## config.mk

```make
export PLATFORM = sky130hd
export DESIGN_NAME = clarvi_wide_writeback
export DESIGN_NICKNAME = d
export VERILOG_FILES = /design/src/rtl/clarvi_wide_writeback.sv
export SDC_FILE = /design/constraint.sdc
export NUM_CORES = 1
export LEC_CHECK = 0
export ABC_AREA = 0
export ABC_CLOCK_PERIOD_IN_PS = 6410
export CAP_MARGIN = 20
export CORE_MARGIN = 8
export CORE_UTILIZATION = 50
export CTS_CLUSTER_SIZE = 28
export DETAILED_ROUTE_END_ITERATION = 16
export PLACE_DENSITY = 0.77
export SYNTH_ARGS = -nofsm -noshare
export SYNTH_HDL_FRONTEND = slang
export SYNTH_SLANG_ARGS = --single-unit
```

## constraint.sdc

```tcl
create_clock -name clock -period 6.41 [get_ports clock]
set_input_delay 1.282 -clock clock [delete_from_list [all_inputs] [get_ports clock]]
set_output_delay 1.282 -clock clock [all_outputs]
set_load 0.05 [all_outputs]
```

## src/rtl/clarvi_wide_writeback.sv

```systemverilog
// clarvi_wide_writeback
//   Write-back sequencer in front of the Clarvi register-file write port.
//   It queues 64-bit results with a per-half write mask in a small FIFO.
//   For each queued result it issues one 32-bit register-file write per
//   selected half, low half first. It also flags decode source registers
//   that still have writes in flight.
//
// Ports
//   clock, reset              : clock; asynchronous active-high reset
//   in_valid/in_ready         : request handshake (in_ready = FIFO not full)
//   in_register/data/mask     : destination, 64-bit result, {hi,lo} write mask
//   rf_write_*                : registered register-file write port
//   query_register_1/2        : decode source registers
//   hazard_1/2                : combinational pending-write flags
//   idle                      : FIFO empty and no write in progress
module clarvi_wide_writeback #(
  parameter int unsigned DEPTH = 2
) (
  input  logic        clock,
  input  logic        reset,
  input  logic        in_valid,
  output logic        in_ready,
  input  logic [4:0]  in_register,
  input  logic [63:0] in_data,
  input  logic [1:0]  in_mask,
  output logic        rf_write_enable,
  output logic        rf_write_part,
  output logic [4:0]  rf_write_register,
  output logic [31:0] rf_write_data,
  input  logic [4:0]  query_register_1,
  input  logic [4:0]  query_register_2,
  output logic        hazard_1,
  output logic        hazard_2,
  output logic        idle
);

  localparam int unsigned PW = $clog2(DEPTH);

  typedef enum logic [1:0] {IDLE, WR_LO, WR_HI} state_t;

  state_t        state, next_state;
  logic          hi_pending, next_hi_pending;
  logic [4:0]    cur_reg, next_reg;
  logic [63:0]   cur_data, next_data;

  logic [4:0]    fifo_reg  [DEPTH];
  logic [63:0]   fifo_data [DEPTH];
  logic [1:0]    fifo_mask [DEPTH];
  logic [DEPTH-1:0] fifo_valid;
  logic [PW-1:0] rd_ptr, wr_ptr;

  logic empty, full, push, pop;

  // Per-slot valid bits: the head slot is empty only when the FIFO is empty,
  // and the tail slot is occupied only when the FIFO is full.
  assign empty    = !fifo_valid[rd_ptr];
  assign full     = fifo_valid[wr_ptr];
  assign in_ready = !full;
  assign push     = in_valid && in_ready;
  assign idle     = empty && (state == IDLE);

  always_comb begin
    next_state      = IDLE;
    next_hi_pending = 1'b0;
    next_reg        = cur_reg;
    next_data       = cur_data;
    pop             = 1'b0;
    if (state == WR_LO && hi_pending) begin
      next_state = WR_HI;
    end else if (!empty) begin
      pop = 1'b1;
      if (fifo_reg[rd_ptr] != '0 && fifo_mask[rd_ptr][0]) begin
        next_state      = WR_LO;
        next_hi_pending = fifo_mask[rd_ptr][1];
        next_reg        = fifo_reg[rd_ptr];
        next_data       = fifo_data[rd_ptr];
      end else if (fifo_reg[rd_ptr] != '0 && fifo_mask[rd_ptr][1]) begin
        next_state = WR_HI;
        next_reg   = fifo_reg[rd_ptr];
        next_data  = fifo_data[rd_ptr];
      end
      // x0 or an empty mask: the entry is consumed with no write.
    end
  end

  always_ff @(posedge clock or posedge reset) begin
    if (reset) begin
      state             <= IDLE;
      hi_pending        <= 1'b0;
      cur_reg           <= '0;
      cur_data          <= '0;
      rd_ptr            <= '0;
      wr_ptr            <= '0;
      fifo_valid        <= '0;
      rf_write_enable   <= 1'b0;
      rf_write_part     <= 1'b0;
      rf_write_register <= '0;
      rf_write_data     <= '0;
    end else begin
      state      <= next_state;
      hi_pending <= next_hi_pending;
      cur_reg    <= next_reg;
      cur_data   <= next_data;
      // Pop and push never target the same slot: a pop needs a non-empty
      // FIFO and a push a non-full one, so the pointers differ.
      if (pop) begin
        fifo_valid[rd_ptr] <= 1'b0;
        rd_ptr             <= rd_ptr + PW'(1);
      end
      if (push) begin
        fifo_valid[wr_ptr] <= 1'b1;
        wr_ptr             <= wr_ptr + PW'(1);
      end
      // Output registers follow the state being entered.
      case (next_state)
        WR_LO: begin
          rf_write_enable   <= 1'b1;
          rf_write_part     <= 1'b0;
          rf_write_register <= next_reg;
          rf_write_data     <= next_data[31:0];
        end
        WR_HI: begin
          rf_write_enable   <= 1'b1;
          rf_write_part     <= 1'b1;
          rf_write_register <= next_reg;
          rf_write_data     <= next_data[63:32];
        end
        default: rf_write_enable <= 1'b0;
      endcase
    end
  end

  always_ff @(posedge clock) begin
    if (push) begin
      fifo_reg[wr_ptr]  <= in_register;
      fifo_data[wr_ptr] <= in_data;
      fifo_mask[wr_ptr] <= in_mask;
    end
  end

  // The current entry stays a hazard through its final write cycle because
  // the register file only captures that write at the closing edge.
  always_comb begin
    hazard_1 = 1'b0;
    hazard_2 = 1'b0;
    for (int unsigned i = 0; i < DEPTH; i++) begin
      if (fifo_valid[i] && fifo_mask[i] != 2'b00) begin
        if (fifo_reg[i] == query_register_1) hazard_1 = 1'b1;
        if (fifo_reg[i] == query_register_2) hazard_2 = 1'b1;
      end
    end
    if (state != IDLE) begin
      if (cur_reg == query_register_1) hazard_1 = 1'b1;
      if (cur_reg == query_register_2) hazard_2 = 1'b1;
    end
    if (query_register_1 == '0) hazard_1 = 1'b0;
    if (query_register_2 == '0) hazard_2 = 1'b0;
  end

endmodule

```

==> flow_summary.rst, run 1 <==
.. list-table::
   :header-rows: 1

   * - Metric
     - Value
   * - TritonCTS clock tree
     - done
   * - Setup TNS Final
     - 0 ns
   * - Last weighted congestion value of the routability-driven placer
     - 0.856
   * - Max transition margin
     - 0.285
   * - Antenna fix cells
     - 0
   * - Layout Skew
     - 0.0128 ns
   * - Leakage
     - 0.00532 uW
   * - Switching power share of the total
     - 0.367
   * - Crit-path max cell delay
     - 0.82 ns
   * - Count of buffers added by post-CTS timing repair for setup
     - 0
   * - Resized Gates After CTS
     - 0
   * - Category of the worst setup path capture point
     - primary output
   * - Post-route ant nets
     - 0
   * - Top cell family by delay on the critical path
     - buffers and inverters
   * - Post-layout minimum cycle time
     - 4.66 ns
   * - Count of final max-slew check failures
     - 0
   * - First-pass GRT wire length
     - 34.1 mm
   * - Logic gate share of total power
     - 0.379
   * - CTS root buffer
     - clkbuf_16
   * - Proportion of synthesized chip area in sequential cells
     - 0.671
   * - Width of the chip
     - 162 um
   * - Result of the run
     - complete, no violations
   * - Via count of the routed design
     - 6231
   * - Internal power
     - 4350 uW
   * - Number of flip-flops in the largest register
     - 128
   * - Total global routing track utilization
     - 0.161
   * - Largest reg by FF count
     - fifo_data
   * - Setup-violating endpoint count in the final report
     - 0
   * - Number of buffer and inverter stages on the critical path
     - 2
   * - Most heavily used metal layer in global routing
     - met2
   * - First-pass iteration count of the detailed router
     - 7
   * - H-tree depth reported by CTS
     - 1
   * - Signed area change from the synthesized netlist to the final layout
     - 22.7%
   * - Core ar.
     - 21000 um^2
   * - Share of the clock period used by the worst path after layout
     - 0.727
   * - Most prevalent standard cell on the critical path
     - clkdlybuf4s50_1
   * - WL final
     - 21.1 mm
   * - Post-placement worst setup slack
     - 1.76 ns
   * - Count of distinct cell types in the synthesized netlist
     - 37
   * - Nets
     - 978
   * - Count of final hold-check violations
     - 0
   * - Hold Slack
     - 0.479 ns
   * - Iteration-0 DRC count of the detailed router
     - 307
   * - Post-detailed-route wirelength per cell
     - 17.7 um
   * - Maximum net fanout on the critical path
     - 4
   * - CP required
     - 5.13 ns
   * - Later-pin clock latency in the skew report
     - 0.52 ns
   * - Net Switching
     - 2520 uW
   * - Number of warning messages in the yosys log
     - 0
   * - Met2 capacity usage during global routing
     - 0.262
   * - Share of cells above drive strength 1
     - 0.105
   * - Biggest regs
     - fifo_data x128, cur_data x64, rf_write_data x32
   * - Clock buffers created by TritonCTS
     - 27
   * - Largest net degree at the start of global routing
     - 166
   * - Upper clock frequency limit
     - 215 MHz
   * - Tightest Hold Check Type
     - flip-flop to flip-flop
   * - Avg Synthesized Cell Area
     - 13.8 um^2
   * - Initial antenna violation count
     - 2
   * - Total Die Area
     - 26200 um^2
   * - Peak ir drop on the vdd network
     - 0.378 mV
   * - Global-route congestion overflow total
     - 0
   * - Clock share of power
     - 0.229
   * - Syn Inst Count
     - 769
   * - Synth Net Count
     - 854
   * - Actual slew at the worst max-slew pin
     - 1.07 ns
   * - Post-synthesis cell area
     - 10600 um^2
   * - Arrival time at the worst endpoint
     - 3.38 ns
   * - Number of global-route vias before repair
     - 6399
   * - Starting utilization of the core area
     - 0.508
   * - Cells along the critical path
     - clkdlybuf4s50_1, xor2_1, nor4_1, a31oi_1, a21oi_1, clkdlybuf4s50_1
   * - Placement Rows
     - 53
   * - Number of buffers on the longest clock path
     - 3
   * - Power density of the placed cells
     - 526 nW/um^2
   * - # IOs
     - 127
   * - Dpl hpwl
     - 13.0 mm
   * - Number of flip-flops and latches in the synthesized netlist
     - 257
   * - Met3 layer usage reported by global route
     - 0.0319
   * - Setup WS post-layout
     - 1.75 ns
   * - Number of remaining DRC errors
     - 0
   * - Die extent in y
     - 162 um
   * - Max cap viols
     - 0
   * - Clock sinks
     - 257
   * - Hold buffer count at CTS
     - 0
   * - Clock transition at the registers of the reported paths
     - 0.06 ns
   * - Number of buffers inserted by port buffering
     - 126
   * - Via density per instance
     - 5.24
   * - Worst Setup Path Type
     - primary input to primary output
   * - Sequential share of power
     - 0.392
   * - Global Route met1 Usage
     - 0.217
   * - Setup repair after global routing missed its margin
     - no
   * - Setup crit start kind
     - primary input
   * - Cell with the biggest individual delay on the critical path
     - clkdlybuf4s50_1
==> layer usage <==
layer | vias up | part of all wire
met1 | 3073 | 0.44
li1 | 2966 | -
met2 | 154 | 0.48
met3 | 34 | 0.055
met4 | 4 | 0.017
met5 | - | 0.0013
==> final timing paths <==
check / start / end / slack, ns / cells after the start
worst max-delay path: query_register_1[4] / hazard_1 / 1.75 / 6
worst max register to register: rd_ptr$_DFFE_PP0N_ / rf_write_data[21]$_DFFE_PP0P_ / 2.70 / 7
max in group asynchronous: reset / cur_data[26]$_DFF_PP0_ / 3.92 / 3
min in group asynchronous: reset / wr_ptr$_DFFE_PP0P_ / 1.28 / 2
worst min register to register: cur_data[44]$_DFF_PP0_ / cur_data[44]$_DFF_PP0_ / 0.48 / 2
worst min-delay path: cur_data[44]$_DFF_PP0_ / cur_data[44]$_DFF_PP0_ / 0.48 / 2
==> layout by cell type, fill, tap and decap left out, types with 7 or more instances in the layout <==
master and count:
nor2_1 37, clkbuf_1 7, mux4_2 32, a21oi_1 35, inv_1 76, dfrtp_1 114, xnor2_1 16, o21ai_0 62
o21ai_1 12, edfxtp_1 142, nand2_1 76, clkdlybuf4s50_1 126, clkbuf_16 28, mux2i_1 71, xor2_1 14
==> cells in the mapped netlist, drive strengths merged <==
master    n  area (um^2)
mux4     32          721
clkbuf   15         56.3
o22ai     1         12.5
nor4b     1         8.76
nor2     38          143
nand4b    1         8.76
a31oi     3         18.8
nor4      5         37.5
o21bai    1         7.51
a21oi    35          175
xor2     14          123
dfrtp   115         2880
inv      78          293
ha        1         12.5
nor3      4         20.0
nor3b     2         15.0
mux2      7         90.1
nand3     2         10.0
a21o      2         15.0
edfxtp  142         4260
nand2    76          285
buf      24          166
nand3b    2         15.0
or4       2         15.0
mux2i    71          711
nand4     4         31.3
nand2b    1         6.26
o21ai    74          370
xnor2    16          140
==> power groups by stage <==
stage               Clock (uW)  Sequential, uW  Combinational (uW)
finish                    1570            2690                2600
global route              1680            2750                2850
CTS                       1610            2700                2620
detailed placement           0            2720                2600
global placement             0            2700                2530
floorplan                    0            3020                1580
==> area by class of cell <==
cell class	instances	area [um^2]
Fill cell	1637	7890
Sequential cell	257	7150
Multi-Input combinational cell	395	3020
Timing Repair Buffer	134	1350
Clock buffer	39	782
Tap cell	275	344
Inverter	78	295
Clock inverter	10	131
==> metrics by stage <==
stage                     utilization  power (uW)  cells  instance area (um^2)
after floorplan                     -        4600    769                 10700
after global placement          0.579        5230   1138                 12100
after detailed placement        0.579        5320   1138                 12100
after CTS                       0.623        6920   1187                 13000
after global routing            0.624        7280   1188                 13100
final                           0.624        6870   1188                 13100
==> worst min-delay path, cell delays in order, from the launching register on <==
cell	delay, ns
dfrtp_1	0.34
nand2_1	0.05
o21ai_0	0.06
==> logic make-up after synthesis <==
kind of cell / after synthesis / synth area share
adder cells (fa/ha/maj): 1 / 0.00117
buffers and inverters: 117 / 0.0484
AO/OA/AOI/OAI: 116 / 0.0563
AND/OR/NAND/NOR: 138 / 0.0559
XOR/XNOR: 30 / 0.0247
flip-flops: 257 / 0.671
multiplexers: 110 / 0.143
No activity file was read; power rests on OpenSTA's default activity.
==> run 2, diff against run 1 <==
Settings changed: ABC_CLOCK_PERIOD_IN_PS 6410 to 4640, PLACE_DENSITY 0.77 to 0.74.
Clock period 6.41 ns to 4.64 ns, I/O delays scaled along.
==> run 2 against run 1 <==
Compared with the run above: worst hold slack lost 0.0041 ns; largest power group is now combinational cells; largest cell class unchanged; die area unchanged; routed wire length fell by 0.81%; combinational power is 42% higher.
==> flow_summary.rst, run 2 (synthesized netlist as in run 1, its figures left out) <==
.. list-table::
   :header-rows: 1

   * - Metric
     - Value
   * - Iteration-0 DRC count of the detailed router
     - 362 (was 307)
   * - Arrival time at the worst endpoint
     - 3.02 ns (was 3.38 ns)
   * - Signed area change from the synthesized netlist to the final layout
     - 22.6% (was 22.7%)
   * - Category of the worst setup path capture point
     - primary output (unchanged)
   * - Largest reg by FF count
     - fifo_data (unchanged)
   * - Leakage
     - 0.00531 uW (was 0.00532 uW)
   * - Number of flip-flops in the largest register
     - 128 (unchanged)
   * - Max transition margin
     - 0.421 (was 0.285)
   * - Tightest Hold Check Type
     - flip-flop to flip-flop (unchanged)
   * - Setup crit start kind
     - primary input (unchanged)
   * - Core ar.
     - 21000 um^2 (unchanged)
   * - WL final
     - 20.9 mm (was 21.1 mm)
   * - Hold Slack
     - 0.475 ns (was 0.479 ns)
   * - Clock transition at the registers of the reported paths
     - 0.05 ns (was 0.06 ns)
   * - Last weighted congestion value of the routability-driven placer
     - 0.899 (was 0.856)
   * - Post-detailed-route wirelength per cell
     - 17.6 um (was 17.7 um)
   * - Die extent in y
     - 162 um (unchanged)
   * - H-tree depth reported by CTS
     - 1 (unchanged)
   * - Clock sinks
     - 257 (unchanged)
   * - Most frequent cells in the layout
     - edfxtp_1 (142), clkdlybuf4s50_1 (126), dfrtp_1 (114), inv_1 (76), nand2_1 (76) (unchanged)
   * - Antenna fix cells
     - 0 (unchanged)
   * - TritonCTS clock tree
     - done (unchanged)
   * - Starting utilization of the core area
     - 0.508 (unchanged)
   * - # IOs
     - 127 (unchanged)
   * - Count of final hold-check violations
     - 0 (unchanged)
   * - Later-pin clock latency in the skew report
     - 0.51 ns (was 0.52 ns)
   * - CP required
     - 3.71 ns (was 5.13 ns)
   * - Actual slew at the worst max-slew pin
     - 0.869 ns (was 1.07 ns)
   * - Worst R2R Setup Slack
     - 1.90 ns (was 2.70 ns)
   * - Max cap viols
     - 0 (unchanged)
   * - Worst Setup Path Type
     - primary input to primary output (unchanged)
   * - Number of buffers on the longest clock path
     - 3 (unchanged)
   * - Largest net degree at the start of global routing
     - 86 (was 166)
   * - Number of buffers inserted by port buffering
     - 126 (unchanged)
   * - Post-layout minimum cycle time
     - 3.95 ns
   * - First-pass GRT wire length
     - 34.2 mm (was 34.1 mm)
   * - Biggest regs
     - fifo_data x128, cur_data x64, rf_write_data x32 (unchanged)
   * - First-pass iteration count of the detailed router
     - 6 (was 7)
   * - Hold buffer count at CTS
     - 0 (unchanged)
   * - Setup-violating endpoint count in the final report
     - 0 (unchanged)
   * - Number of global-route vias before repair
     - 6488 (was 6399)
   * - Share of the clock period used by the worst path after layout
     - 0.850
   * - Upper clock frequency limit
     - 253 MHz
   * - Nets
     - 980 (was 978)
   * - Setup TNS Final
     - 0 ns (unchanged)
   * - Global-route congestion overflow total
     - 0 (unchanged)
   * - Most common library cell in the layout ignoring fill and taps
     - edfxtp_1 (unchanged)
   * - Dpl hpwl
     - 13.5 mm (was 13.0 mm)
   * - Clock buffers created by TritonCTS
     - 27 (unchanged)
   * - FILL cells
     - 1615 (was 1637)
   * - Post-route ant nets
     - 0 (unchanged)
   * - Layout Skew
     - 0.0105 ns (was 0.0128 ns)
   * - Power density of the placed cells
     - 717 nW/um^2 (was 526 nW/um^2)
   * - Total Die Area
     - 26200 um^2 (unchanged)
   * - Count of final max-slew check failures
     - 0 (unchanged)
   * - Placement Rows
     - 53 (unchanged)
   * - Share of cells above drive strength 1
     - 0.105 (about the same)
   * - Setup repair after global routing missed its margin
     - no (unchanged)
   * - Via count of the routed design
     - 6151 (was 6231)
   * - Total global routing track utilization
     - 0.162 (was 0.161)
   * - Result of the run
     - complete, no violations (unchanged)
   * - CTS root buffer
     - clkbuf_16 (unchanged)
   * - Via density per instance
     - 5.17 (was 5.24)
   * - Width of the chip
     - 162 um (unchanged)
   * - Resized Gates After CTS
     - 0 (unchanged)
   * - Count of buffers added by post-CTS timing repair for setup
     - 0 (unchanged)
   * - Peak ir drop on the vdd network
     - 0.425 mV (was 0.378 mV)
   * - Initial antenna violation count
     - 1 (was 2)
   * - Number of remaining DRC errors
     - 0 (unchanged)
   * - Maximum net fanout on the critical path
     - 4 (unchanged)
-- run 2: report_power, final --
part	switching [uW]	internal, uW
sequential	414	3240
clock	813	1210
combinational	2230	1450
total	3460	5900
-- run 2: cell type report --
cell class / count / area [um^2] / area share
Clock buffer: 39 / 781 / 0.0598
Inverter: 78 / 295 / 0.0226
Tap cell: 275 / 344 / 0.0264
Clock inverter: 9 / 67.6 / 0.00518
Sequential cell: 257 / 7150 / 0.547
Timing Repair Buffer: 136 / 1400 / 0.107
Multi-Input combinational cell: 395 / 3020 / 0.231
-- run 2: final timing paths --
path | from | cells past startpoint | to
worst max-delay path | query_register_2[3] | 6 | hazard_2
worst min register to register | cur_data[47]$_DFF_PP0_ | 2 | cur_data[47]$_DFF_PP0_
worst max register to register | rd_ptr$_DFFE_PP0N_ | 7 | rf_write_data[1]$_DFFE_PP0P_
max in group asynchronous | reset | 3 | cur_data[38]$_DFF_PP0_
min in group asynchronous | reset | 2 | cur_data[23]$_DFF_PP0_
worst min-delay path | cur_data[47]$_DFF_PP0_ | 2 | cur_data[47]$_DFF_PP0_
-- run 2: layer usage --
| layer | part of all wire | routed length [um] | global-route usage | vias to the layer above |
|---|---|---|---|---|
| li1 | - | - | - | 2961 |
| met1 | 0.44 | 9210 | 0.213 | 3014 |
| met2 | 0.48 | 10100 | 0.268 | 137 |
| met3 | 0.050 | 1050 | 0.0311 | 37 |
| met4 | 0.026 | 548 | 0.0526 | 2 |
| met5 | 0.00062 | 13 | 0 | - |
-- run 2: worst max-delay path, stage by stage --
cell and delay (ns):
clkdlybuf4s50_1 0.51, xor2_1 0.18, nor4_1 0.29, a31oi_1 0.13
a21oi_1 0.15, clkdlybuf4s50_1 0.82
-- run 2: through the flow --
step / instance area [um^2] / power (uW) / setup WS (ns) / util / cells
floorplan: 10700 / 6360 / 0.122 / - / 769
global placement: 12200 / 7270 / 0.723 / 0.582 / 1140
detailed placement: 12200 / 7410 / 0.704 / 0.582 / 1141
CTS: 13100 / 9480 / 0.688 / 0.623 / 1189
global route: 13100 / 9940 / 0.530 / 0.623 / 1189
finish: 13100 / 9360 / 0.694 / 0.623 / 1189
